$ cat src/rtl/ddr3_avmm_arbiter.sv
// Two-master Avalon-MM arbiter onto one DDR3 EMIF user port, with an in-order read-tag FIFO for response routing.
// Latency: 1 cycle arbitration (IDLE->GRANT), command forwarded combinationally; read data routed combinationally.
// Backpressure: amm_waitrequest passed to the granted master only; reads stall when the tag FIFO is full; read return has none.

module ddr3_avmm_arbiter_tag_fifo #(
    parameter int WIDTH = 8,
    parameter int DEPTH = 16
) (
    input  logic             clk,
    input  logic             rst,
    input  logic             push,
    input  logic [WIDTH-1:0] push_dat,
    input  logic             pop,
    output logic [WIDTH-1:0] head_dat,
    output logic             full,
    output logic             empty
);
    localparam int PTR_W = $clog2(DEPTH);

    logic [WIDTH-1:0] mem [DEPTH];
    logic [PTR_W:0]   wr_ptr;
    logic [PTR_W:0]   rd_ptr;

    // Pointers carry one wrap bit so full and empty can be told apart.
    always_ff @(posedge clk) begin
        if (rst) begin
            wr_ptr <= '0;
            rd_ptr <= '0;
        end else begin
            if (push) begin
                wr_ptr <= wr_ptr + (PTR_W+1)'(1);
            end
            if (pop) begin
                rd_ptr <= rd_ptr + (PTR_W+1)'(1);
            end
        end
    end

    // Storage needs no reset: contents are only read while the FIFO is non-empty.
    always_ff @(posedge clk) begin
        if (push) begin
            mem[wr_ptr[PTR_W-1:0]] <= push_dat;
        end
    end

    assign head_dat = mem[rd_ptr[PTR_W-1:0]];
    assign empty    = (wr_ptr == rd_ptr);
    assign full     = (wr_ptr[PTR_W] != rd_ptr[PTR_W]) &&
                      (wr_ptr[PTR_W-1:0] == rd_ptr[PTR_W-1:0]);
endmodule

module ddr3_avmm_arbiter #(
    parameter int ADDR_W    = 27,
    parameter int DATA_W    = 256,
    parameter int BURST_W   = 7,
    parameter int MAX_OUTST = 16
) (
    input  logic                   emif_usr_clk_clk,
    input  logic                   emif_usr_reset_reset,
    input  logic                   ddr3_status_local_cal_success,
    input  logic [2*ADDR_W-1:0]    s_address,
    input  logic [1:0]             s_read,
    input  logic [1:0]             s_write,
    input  logic [2*BURST_W-1:0]   s_burstcount,
    input  logic [2*DATA_W-1:0]    s_writedata,
    output logic [1:0]             s_waitrequest,
    output logic [DATA_W-1:0]      s_readdata,
    output logic [1:0]             s_readdatavalid,
    output logic [ADDR_W-1:0]      amm_address,
    output logic                   amm_read,
    output logic                   amm_write,
    output logic [BURST_W-1:0]     amm_burstcount,
    output logic [DATA_W-1:0]      amm_writedata,
    output logic [DATA_W/8-1:0]    amm_byteenable,
    input  logic                   amm_waitrequest,
    input  logic [DATA_W-1:0]      amm_readdata,
    input  logic                   amm_readdatavalid,
    output logic                   rsp_err
);
    typedef enum logic [1:0] {
        IDLE     = 2'd0,
        GRANT    = 2'd1,
        WR_BURST = 2'd2
    } state_t;

    state_t state;
    state_t state_nxt;

    logic                gnt;
    logic                last;
    logic [BURST_W-1:0]  remaining;

    logic [1:0]          req;
    logic [ADDR_W-1:0]   sel_address;
    logic [BURST_W-1:0]  sel_burstcount;
    logic [DATA_W-1:0]   sel_writedata;
    logic                sel_read;
    logic                sel_write;
    logic                accept;

    logic                tag_push;
    logic                tag_pop;
    logic                tag_full;
    logic                tag_empty;
    logic [BURST_W:0]    tag_head;
    logic                head_id;
    logic [BURST_W-1:0]  head_bc;
    logic [BURST_W-1:0]  head_len;
    logic [BURST_W-1:0]  beat_cnt;
    logic                head_last_beat;
    logic                rsp_beat;

    assign req = s_read | s_write;

    // Granted master's command fields; also valid as data path during a locked burst.
    assign sel_address    = gnt ? s_address[2*ADDR_W-1:ADDR_W]     : s_address[ADDR_W-1:0];
    assign sel_burstcount = gnt ? s_burstcount[2*BURST_W-1:BURST_W] : s_burstcount[BURST_W-1:0];
    assign sel_writedata  = gnt ? s_writedata[2*DATA_W-1:DATA_W]   : s_writedata[DATA_W-1:0];
    // A master driving read and write together is treated as reading.
    assign sel_read       = s_read[gnt];
    assign sel_write      = s_write[gnt] & ~s_read[gnt];

    assign amm_address    = sel_address;
    assign amm_burstcount = sel_burstcount;
    assign amm_writedata  = sel_writedata;
    assign amm_byteenable = '1;

    assign accept   = (amm_read | amm_write) & ~amm_waitrequest;
    assign tag_push = (state == GRANT) & amm_read & ~amm_waitrequest;

    // State register.
    always_ff @(posedge emif_usr_clk_clk) begin
        if (emif_usr_reset_reset) begin
            state <= IDLE;
        end else begin
            state <= state_nxt;
        end
    end

    // Next-state: arbitrate in IDLE, issue in GRANT, stream locked write beats in WR_BURST.
    always_comb begin
        state_nxt = state;
        case (state)
            IDLE: begin
                if (ddr3_status_local_cal_success && (|req)) begin
                    state_nxt = GRANT;
                end
            end
            GRANT: begin
                if (accept) begin
                    if (amm_read || (sel_burstcount <= BURST_W'(1))) begin
                        state_nxt = IDLE;
                    end else begin
                        state_nxt = WR_BURST;
                    end
                end else if (!req[gnt]) begin
                    // Granted master withdrew its request; re-arbitrate rather than wait forever.
                    state_nxt = IDLE;
                end
            end
            WR_BURST: begin
                if (accept && (remaining == BURST_W'(1))) begin
                    state_nxt = IDLE;
                end
            end
            default: state_nxt = IDLE;
        endcase
    end

    // Outputs: only the granted master sees the EMIF stall; everyone else is held off.
    always_comb begin
        amm_read      = 1'b0;
        amm_write     = 1'b0;
        s_waitrequest = 2'b11;
        case (state)
            GRANT: begin
                if (ddr3_status_local_cal_success) begin
                    if (sel_read) begin
                        if (!tag_full) begin
                            amm_read           = 1'b1;
                            s_waitrequest[gnt] = amm_waitrequest;
                        end
                    end else if (sel_write) begin
                        amm_write          = 1'b1;
                        s_waitrequest[gnt] = amm_waitrequest;
                    end
                end
            end
            WR_BURST: begin
                amm_write          = s_write[gnt];
                s_waitrequest[gnt] = amm_waitrequest;
            end
            default: ;
        endcase
    end

    // Grant, round-robin history and write-burst beat tracking.
    always_ff @(posedge emif_usr_clk_clk) begin
        if (emif_usr_reset_reset) begin
            gnt       <= 1'b0;
            last      <= 1'b1;
            remaining <= '0;
        end else begin
            if ((state == IDLE) && (state_nxt == GRANT)) begin
                gnt <= (&req) ? ~last : req[1];
            end
            if ((state == GRANT) && accept) begin
                last <= gnt;
                if (amm_write && (sel_burstcount > BURST_W'(1))) begin
                    remaining <= sel_burstcount - BURST_W'(1);
                end
            end else if ((state == WR_BURST) && accept) begin
                remaining <= remaining - BURST_W'(1);
            end
        end
    end

    ddr3_avmm_arbiter_tag_fifo #(
        .WIDTH (BURST_W + 1),
        .DEPTH (MAX_OUTST)
    ) u_tag_fifo (
        .clk      (emif_usr_clk_clk),
        .rst      (emif_usr_reset_reset),
        .push     (tag_push),
        .push_dat ({gnt, sel_burstcount}),
        .pop      (tag_pop),
        .head_dat (tag_head),
        .full     (tag_full),
        .empty    (tag_empty)
    );

    assign head_id        = tag_head[BURST_W];
    assign head_bc        = tag_head[BURST_W-1:0];
    assign head_len       = (head_bc == '0) ? BURST_W'(1) : head_bc;
    assign rsp_beat       = amm_readdatavalid & ~tag_empty;
    assign head_last_beat = (beat_cnt == (head_len - BURST_W'(1)));
    assign tag_pop        = rsp_beat & head_last_beat;
    assign s_readdata     = amm_readdata;

    // Route each returning beat to the owner of the oldest outstanding read.
    always_comb begin
        s_readdatavalid = 2'b00;
        if (rsp_beat) begin
            s_readdatavalid[head_id] = 1'b1;
        end
    end

    // Beat counter within the head read; sticky error on a beat with no owner.
    always_ff @(posedge emif_usr_clk_clk) begin
        if (emif_usr_reset_reset) begin
            beat_cnt <= '0;
            rsp_err  <= 1'b0;
        end else begin
            if (rsp_beat) begin
                beat_cnt <= head_last_beat ? '0 : (beat_cnt + BURST_W'(1));
            end
            if (amm_readdatavalid && tag_empty) begin
                rsp_err <= 1'b1;
            end
        end
    end
endmodule
$ cat config.mk
export PLATFORM = sky130hd
export DESIGN_NAME = ddr3_avmm_arbiter
export DESIGN_NICKNAME = d
export VERILOG_FILES = /design/src/rtl/ddr3_avmm_arbiter.sv
export SDC_FILE = /design/constraint.sdc
export NUM_CORES = 1
export LEC_CHECK = 0
export CORE_AREA = 3 3 556 558
export DETAILED_ROUTE_END_ITERATION = 8
export DIE_AREA = 0 0 559 561
export PLACE_DENSITY = 0.3
export SLEW_MARGIN = 20
export SYNTH_ARGS = -nofsm -noshare
export SYNTH_HDL_FRONTEND = slang
export SYNTH_SLANG_ARGS = --single-unit
$ cat constraint.sdc
create_clock -name emif_usr_clk_clk -period 5.3 [get_ports emif_usr_clk_clk]
set_clock_uncertainty 0.05 [all_clocks]
set_input_delay 1.06 -clock emif_usr_clk_clk [delete_from_list [all_inputs] [get_ports emif_usr_clk_clk]]
set_output_delay 1.06 -clock emif_usr_clk_clk [all_outputs]
set_load 0.005 [all_outputs]
; ---- Word level (Yosys, flattened, before mapping)
; Memory sizes are Yosys's and may differ from the RTL's. A register that Yosys moved wholly into a read port is not among the register bits.
; Cells that the tools add are included.
[word_totals]
mem_bits_ro = 0
latchBits = 0
ramBits = 128
input_bits = 845
memories = 1
ff_bits = 29
[mem_list]
columns = name, words, word_bits, read_ports, rd_ports_with_merged_regs, write_ports, line_no
row1 = u_tag_fifo.mem, 16, 8, 1, 1, 1, 20  ; logic [WIDTH-1:0] mem [DEPTH];
[op_classes]
reduce_logical = 17
div = 0
n_bitwise = 14
shift = 0
mul = 0
n_lt_le_gt_ge = 6
eq_ne = 9
addsub = 6
n_mux = 43
[op_table]
columns = op, n
row1 = 2-to-1 mux 256 bit, 1
row2 = 2-to-1 mux 7 bit, 6
row3 = 2-to-1 mux 27 bit, 1
row4 = "subtractor 7 x 1 -> 7 bit, second input constant", 3
row5 = 2-to-1 mux 2 bit, 10
row6 = 2-to-1 mux 1 bit, 18
row7 = "adder 5 x 1 -> 5 bit, second input constant", 2
row8 = logical AND 1 bit, 10
row9 = 2-to-1 mux 4 bit, 2
row10 = "adder 7 x 1 -> 7 bit, second input constant", 1
row11 = "equality test 7 x 1 -> 1 bit, second input constant", 1
row12 = equality test 7 bit, 1
row13 = "> comparator 7 x 1 -> 1 bit, second input constant", 1
row14 = "<= comparator 7 x 1 -> 1 bit, second input constant", 1
row15 = logical NOT 7 bit, 1
row16 = bitwise AND 1 bit, 6
row17 = one-hot mux 2 bit (3 select lines), 1
row18 = equality test 5 bit, 1
row19 = "equality test 2 x 1 -> 1 bit, second input constant", 2
row20 = equality test 4 bit, 1
row21 = "< comparator 1 x 2 -> 1 bit, second input constant", 2
row22 = inverter 1 bit, 4
row23 = bitwise OR 2 bit, 2
row24 = one-hot mux 2 bit (2 select lines), 1
row25 = other kinds (13), 16

; ---- Logic depth before layout (Yosys ltp)
; Gate-level depths: netlist of run 1.
[logic_depth]
depth_word = 15
depth_mapped = 17

; ---- By module
; Synthesis of run 1 repeated with hierarchy kept, for this count alone.
[hier_totals]
hier_cells = 1107
area_unflattened_um2 = 12899.9
[modules_own_cells]
columns = module, area_per_inst_um2, cells_each, n_inst
row1 = ddr3_avmm_arbiter, 7305.8, 828, 1
row2 = ddr3_avmm_arbiter_tag_fifo, 5594.1, 279, 1

; ---- Worst setup path before layout of run 1
; OpenSTA, ideal clock, no wires.
[synth_path]
path_type = reg2reg
startpoint = reg (tool-made name)
endpoint = reg u_tag_fifo.rd_ptr[3]
slack_ns = 1.588
arrival_time_ns = 3.592
period_less_slack_ns = 3.712
n_path_buf = 1
path_stages_with_launch = 16
path_cell_list = dfxtp_1 -> buf_6 -> mux4_1 -> mux2_2 -> nor2_1 -> a21oi_1 -> a41o_2 -> inv_1 -> ha_1 -> inv_1 -> or4_1 -> o21bai_1 -> a211oi_1 -> nand4b_4 -> or4_1 -> a21oi_1
[synth_rtl]
columns = item, line_no
row1 = to (signal assigned), 34  ; rd_ptr <= rd_ptr + (PTR_W+1)'(1);
row2 = to (decl), 22  ; logic [PTR_W:0] rd_ptr;

==> out/qor.csv, run 1 <==
metric,value,unit
Ports,1430,
Crit path largest cell delay,830,ps
leakage,7.55,nW
share of layout cells above drive strength 1,23.8,%
die area,314000,um^2
Synth async-reset ratio,0,%
max frequency,221,MHz
drc violations,0,
Post-Route WL,228000,um
"Period Utilization, post-route",85.2,%
Max VDD drop,230,uV
Max Buffers Root-to-Sink,2,
post-synthesis cell type count,77,
worst skew pair latency,440,ps
"Setup violations, final",0,
largest net degree at the start of global routing,56,
crit path capture type,register,
CP Launch Type,register,
number of global-route vias before repair,13004,
"Slew Viols, Final",0,
WL/cell,38.0,um
Core Region,305000,um^2
drt initial violations,834,
"commonest non-fill, non-tap cells in the layout","clkdlybuf4s50_1, mux2_2, edfxtp_1",
power share of the clock group,30.5,%
Global Route Usage Sum,13.9,%
Crit Path Category,reg -> reg,
IO Port Bufs,885,
status,finished clean,
CTS tree,yes,
first-pass GRT wire length,257000,um
Internal Power,2.87,mW
cell area power density,155,nW/um^2
cts bufs inserted,17,
TritonCTS Sinks,161,
placed instance area,25100,um^2
synthesized flop and latch total,161,
post-route setup TNS,0,ps
CP Data Required Time,5620,ps
Mapped Area,13100,um^2
CTS resizes,0,
final RePlAce weighted congestion,0.858,
actual slew at the worst max-slew pin,1090,ps
Slew HR,27.2,%
final hold violations,0,
Hold Buf Count CTS,0,
initial core utilization,4.30,%
mean area per synthesized cell,11.3,um^2
H-tree levels,4,
Die Width,559,um
drt pass-1 iters,5,
# Max-Cap Violations,0,
Syn. warnings,0,
Flop pwr share,34.3,%
"Primary FF master, synth",edfxtp_1,
Syn-to-layout area delta,97.7,%
Critical Path AT,4830,ps
Worst Path Buf+Inv,3,
CP Max Fanout,24,
# rows,203,
Final nets,2648,
"EDFF count, synth",128,
via count,13601,
net load switching power,1.16,mW
Die Y,561,um
RSZ-0062 raised after global routing,false,
Worst Hold Class,reg -> reg,
min cycle time layout,4520,ps
Antenna Nets Post-Route,0,
Sw Share,28.8,%
initial antenna violation count,293,
grt total ovfl,0,
Post-CTS Setup Bufs,0,
CP max stage cell,dfxtp_2,
combinational share of power,35.2,%
sequential area share after synthesis,34.3,%
Finished Cell Area,25900,um^2
"CP delay by family, top",simple AND/OR/NAND/NOR gates,
Post-DP HPWL,213000,um
DR vias/cell,2.27,
Root Buffer,clkbuf_16,
crit path cell chain,buf_4 > and2b_1 > a22oi_1 > a21oi_1 > or2_2 > a41o_2 > inv_1 > ha_1 > inv_1 > or4_1 > o21bai_1 > a211oi_1 > nand4b_4 > or4_1 > a21oi_1,
FILL cells,35443,
Syn Inst Count,1158,
"Reg clk slew, reported paths",70,ps
"most common cell after layout, fill and taps aside",clkdlybuf4s50_1,
-- layout make-up --
type	instances	area [um^2]	share of cell area (%)
inverters	20	75.1	0.289
multi-input cells	660	6210	23.9
clock inverters	15	148	0.569
repair buffers	928	9210	35.5
flip-flops and latches	161	4510	17.4
diodes	92	230	0.888
clock buffers	17	425	1.64
well taps	4100	5130	19.8
-- cells in the mapped netlist (10+ instances only) --
cell | number | share of area [%]
ha_1 | 15 | 1.4
mux4_2 | 19 | 3.3
edfxtp_1 | 128 | 29
nor3_1 | 16 | 0.61
a21oi_1 | 21 | 0.80
nor2_1 | 51 | 1.5
nand2_1 | 28 | 0.80
buf_4 | 289 | 17
clkbuf_1 | 40 | 1.1
xor2_1 | 11 | 0.73
o22ai_1 | 10 | 0.48
mux2i_1 | 13 | 0.99
mux2_2 | 294 | 25
mux4_1 | 10 | 2.0
xnor2_1 | 12 | 0.80
inv_1 | 20 | 0.57
dfxtp_1 | 33 | 5.0
-- metal layers --
layer / part of all wire (%) / global-route usage (%)
met1: 38 / 15.4
met4: 2.9 / 2.51
met3: 20 / 12.4
met5: 0.52 / 1.90
met2: 39 / 19.6
-- cell families (layout without fill, tap and decap cells) --
family / count (synthesis) / after routing / synth area share [%]
buffers and inverters: 368 / 980 / 19.4
muxes: 337 / 337 / 31.7
and+or+nand+nor: 166 / 166 / 6.82
DFF: 161 / 161 / 34.3
AOI/OAI and AO/OA: 86 / 86 / 4.62
xor gates and xnor gates: 24 / 24 / 1.75
adders and majority gates: 15 / 15 / 1.43
other: 1 / 124 / 0.0286
-- stage by stage --
stage / power [mW] / utilization [%] / setup slack, ps / hold WS (ps) / std cells
global placement: 2.88 / 8.24 / 712 / 411 / 5869
floorplan: 1.88 / - / 1590 / 397 / 1189
finish: 4.03 / 8.50 / 782 / 445 / 5993
CTS: 4.12 / 8.43 / 742 / 450 / 5901
global route: 4.21 / 8.45 / 443 / 486 / 5934
detailed placement: 2.87 / 8.24 / 782 / 436 / 5869
-- power groups by stage --
stage / Combinational (mW) / Clock, mW / Sequential [mW]
after floorplan: 0.483 / 0 / 1.40
after global placement: 1.46 / 0 / 1.41
after detailed placement: 1.45 / 0 / 1.41
after CTS: 1.47 / 1.27 / 1.38
after global routing: 1.51 / 1.32 / 1.38
final: 1.42 / 1.23 / 1.38
-- registers in the layout (all words and copies together), names as in the netlist, named ones only --
| signal | count |
|---|---|
| state | 2 |
| beat_cnt | 7 |
| remaining | 7 |
| u_tag_fifo.mem | 128 |
| last | 1 |
| rsp_err | 1 |
| u_tag_fifo.wr_ptr | 5 |
| u_tag_fifo.rd_ptr | 5 |
| gnt | 1 |
-- path summary, 6_finish.rpt --
path / to / slack [ps] / from / cells after the start
max: u_tag_fifo.rd_ptr[3]$_SDFFE_PP0P_ / 780 / register / 15
min: rsp_err$_SDFFE_PP0P_ / 440 / rsp_err$_SDFFE_PP0P_ / 2
max reg2reg: u_tag_fifo.rd_ptr[3]$_SDFFE_PP0P_ / 780 / register / 15
min reg2reg: rsp_err$_SDFFE_PP0P_ / 440 / rsp_err$_SDFFE_PP0P_ / 2
-- worst register-to-register path: stages (launching register included) --
cell,delay (ps)
dfxtp_2,830
buf_4,320
and2b_1,190
a22oi_1,240
a21oi_1,150
or2_2,350
a41o_2,300
inv_1,70
ha_1,170
inv_1,70
or4_1,510
o21bai_1,150
a211oi_1,120
nand4b_4,250
or4_1,530
a21oi_1,150
Power figures use the tool's default switching activity.
==> run 2, diff against run 1 <==
==> constraint.sdc (replaced) <==
create_clock -name emif_usr_clk_clk -period 4.6 [get_ports emif_usr_clk_clk]
set_clock_uncertainty 0.05 [all_clocks]
set_input_delay 0.92 -clock emif_usr_clk_clk [delete_from_list [all_inputs] [get_ports emif_usr_clk_clk]]
set_output_delay 0.92 -clock emif_usr_clk_clk [all_outputs]
set_load 0.005 [all_outputs]
==> run 2 against run 1 <==
Compared with the run above:
- cell count grew 0.47%
- first-iteration DRC count fell by 10%
- wire length fell by 0.61%
- largest cell class unchanged
- largest power group unchanged
==> out/qor.csv, run 2 (synthesis gave the netlist of run 1 again) <==
metric,value,unit,change
first-pass GRT wire length,256000,um,-0.36%
CP Data Required Time,4920,ps,-700 ps
final critical-path setup slack,380,ps,-402 ps
initial antenna violation count,295,,+0.68%
Crit Path Category,reg -> reg,,
Critical Path AT,4540,ps,-290 ps
CP Max Fanout,16,,-33%
total power,4.68,mW,+16%
via count,13616,,+0.11%
drt pass-1 iters,5,,unchanged
final RePlAce weighted congestion,0.859,,+0.10%
"Slew Viols, Final",0,,unchanged
largest net degree at the start of global routing,112,,+100%
fin cells,6021,,+0.47%
Final nets,2660,,+0.45%
CP max stage cell,dfxtp_1,,
Die Y,561,um,unchanged
# rows,203,,unchanged
R2R Setup Slk,380,ps,-400 ps
met3 WL post-DR,46100,um,+3.4%
Hold Buf Count CTS,0,,unchanged
drt initial violations,747,,-10%
cts bufs inserted,17,,unchanged
crit path capture type,register,,
Die Width,559,um,unchanged
Worst Hold Class,reg -> reg,,
"CP delay by family, top",simple AND/OR/NAND/NOR gates,,
CTS resizes,0,,unchanged
number of global-route vias before repair,13020,,+0.12%
worst skew pair latency,440,ps,about the same
Crit path largest cell delay,910,ps,+80 ps
multi-input gate area in the final layout,6190,um^2,-0.30%
Max Buffers Root-to-Sink,2,,unchanged
TritonCTS Sinks,161,,unchanged
Ports,1430,,unchanged
Max VDD drop,221,uV,-4.1%
min cycle time layout,4220,ps,-298 ps
grt total ovfl,0,,unchanged
Root Buffer,clkbuf_16,,
"Setup violations, final",0,,unchanged
RSZ-0062 raised after global routing,false,,
final hold slack,428,ps,-16.8 ps
Core Region,305000,um^2,unchanged
post-route setup TNS,0,ps,unchanged
"Reg clk slew, reported paths",60,ps,about the same
final hold violations,0,,unchanged
"worst slack, placed",332,ps,-450 ps
Slew HR,39.6,%,+12 points
Post-CTS Setup Bufs,0,,unchanged
"commonest non-fill, non-tap cells in the layout","clkdlybuf4s50_1, mux2_2, edfxtp_1",,
initial core utilization,4.30,%,unchanged
Placed Cells,5881,,+0.20%
max reg flops,128,,unchanged
actual slew at the worst max-slew pin,905,ps,-184 ps
"Period Utilization, post-route",91.7,%,+6.5 points
WL/cell,37.6,um,-1.1%
# Max-Cap Violations,0,,unchanged
DRT met1 WL,84000,um,-2.8%
max frequency,237,MHz,+7.1%
cell area power density,179,nW/um^2,+15%
Post-DP HPWL,212000,um,-0.25%
register area,4510,um^2,about the same
drc violations,0,,unchanged
status,finished clean,,
CTS tree,yes,,
DR vias/cell,2.26,,-0.36%
"most common cell after layout, fill and taps aside",clkdlybuf4s50_1,,
die area,314000,um^2,unchanged
leakage,7.63,nW,+0.97%
H-tree levels,4,,unchanged
Syn-to-layout area delta,98.6,%,
IO Port Bufs,885,,unchanged
crit path cell chain,buf_4 > mux4_1 > mux2_2 > nor2_1 > a21oi_1 > a41o_2 > inv_1 > ha_1 > inv_1 > or4_1 > o21bai_1 > a211oi_1 > nand4b_4 > or4_1 > a21oi_1,,
Post-Route WL,226000,um,-0.61%
met2 wire length,86800,um,-2.5%
Worst Path Buf+Inv,3,,unchanged
share of layout cells above drive strength 1,24.5,%,+0.72 points
Antenna Nets Post-Route,0,,unchanged
FILL cells,35421,,-0.062%
highest metal layer with signal wires,met5,,
Global Route Usage Sum,13.8,%,-0.049 points
CP Launch Type,register,,
[run 2: cell types whose count changed in the layout (fill, tap and decap cells not counted), sizes merged]
cell | before | now
buf | 57 | 79
inv | 29 | 27
clkinvlp | 0 | 1
diode | 92 | 108
bufinv | 1 | 2
clkdlybuf4s50 | 871 | 861
[run 2: per-stage QoR]
step	utilization [%]	cell area [um^2]
6_report	8.54	26100
5_1_grt	8.48	25900
4_1_cts	8.45	25800
3_5_place_dp	8.26	25200
3_3_place_gp	8.26	25200
2_1_floorplan	-	13200
[run 2: final timing paths]
kind                                           start                    to  depth (start not counted)
worst max-delay path                        register              register                         15
worst min-delay path            rsp_err$_SDFFE_PP0P_  rsp_err$_SDFFE_PP0P_                          2
worst max register to register              register              register                         15
worst min register to register  rsp_err$_SDFFE_PP0P_  rsp_err$_SDFFE_PP0P_                          2
[run 2: final cells by class]
cell class	instances	share of cell area [%]
antenna	108	1.04
clock buffer	17	1.63
clock inverter	15	0.658
inverter	20	0.288
multi-input combinational	660	23.8
sequential	161	17.3
tap	4100	19.7
timing repair buffer	940	35.6
[run 2: worst min-delay path, delay by kind of cell, from the launching register on]
kind,cells,cell delay [ps]
AO/OA/AOI/OAI,1,50
AND/OR/NAND/NOR,1,70
flip-flops,1,330
[run 2: where the power goes]
| part | internal (mW) | switching [mW] | leakage, nW | total (mW) |
|---|---|---|---|---|
| clock | 0.816 | 0.647 | 0.293 | 1.46 |
| sequential | 1.58 | 0.00820 | 1.42 | 1.59 |
| combinational | 0.960 | 0.666 | 5.91 | 1.63 |
| total | 3.36 | 1.32 | 7.63 | 4.68 |
[run 2: layer usage]
layer	GRT usage, %	up-vias
met5	1.97	-
li1	-	5298
met4	2.98	78
met3	13.3	508
met1	14.8	6083
met2	19.2	1649
==> run 3, diff against run 2 <==
--- a/config.mk
+++ b/config.mk
@@ -6,6 +6,7 @@
 export NUM_CORES = 1
 export LEC_CHECK = 0
 export CORE_AREA = 3 3 556 558
+export CTS_CLUSTER_SIZE = 24
 export DETAILED_ROUTE_END_ITERATION = 8
 export DIE_AREA = 0 0 559 561
 export PLACE_DENSITY = 0.3
==> results of run 3 <==
No change in the layout: final DEF, timing and power equal those of run 2.
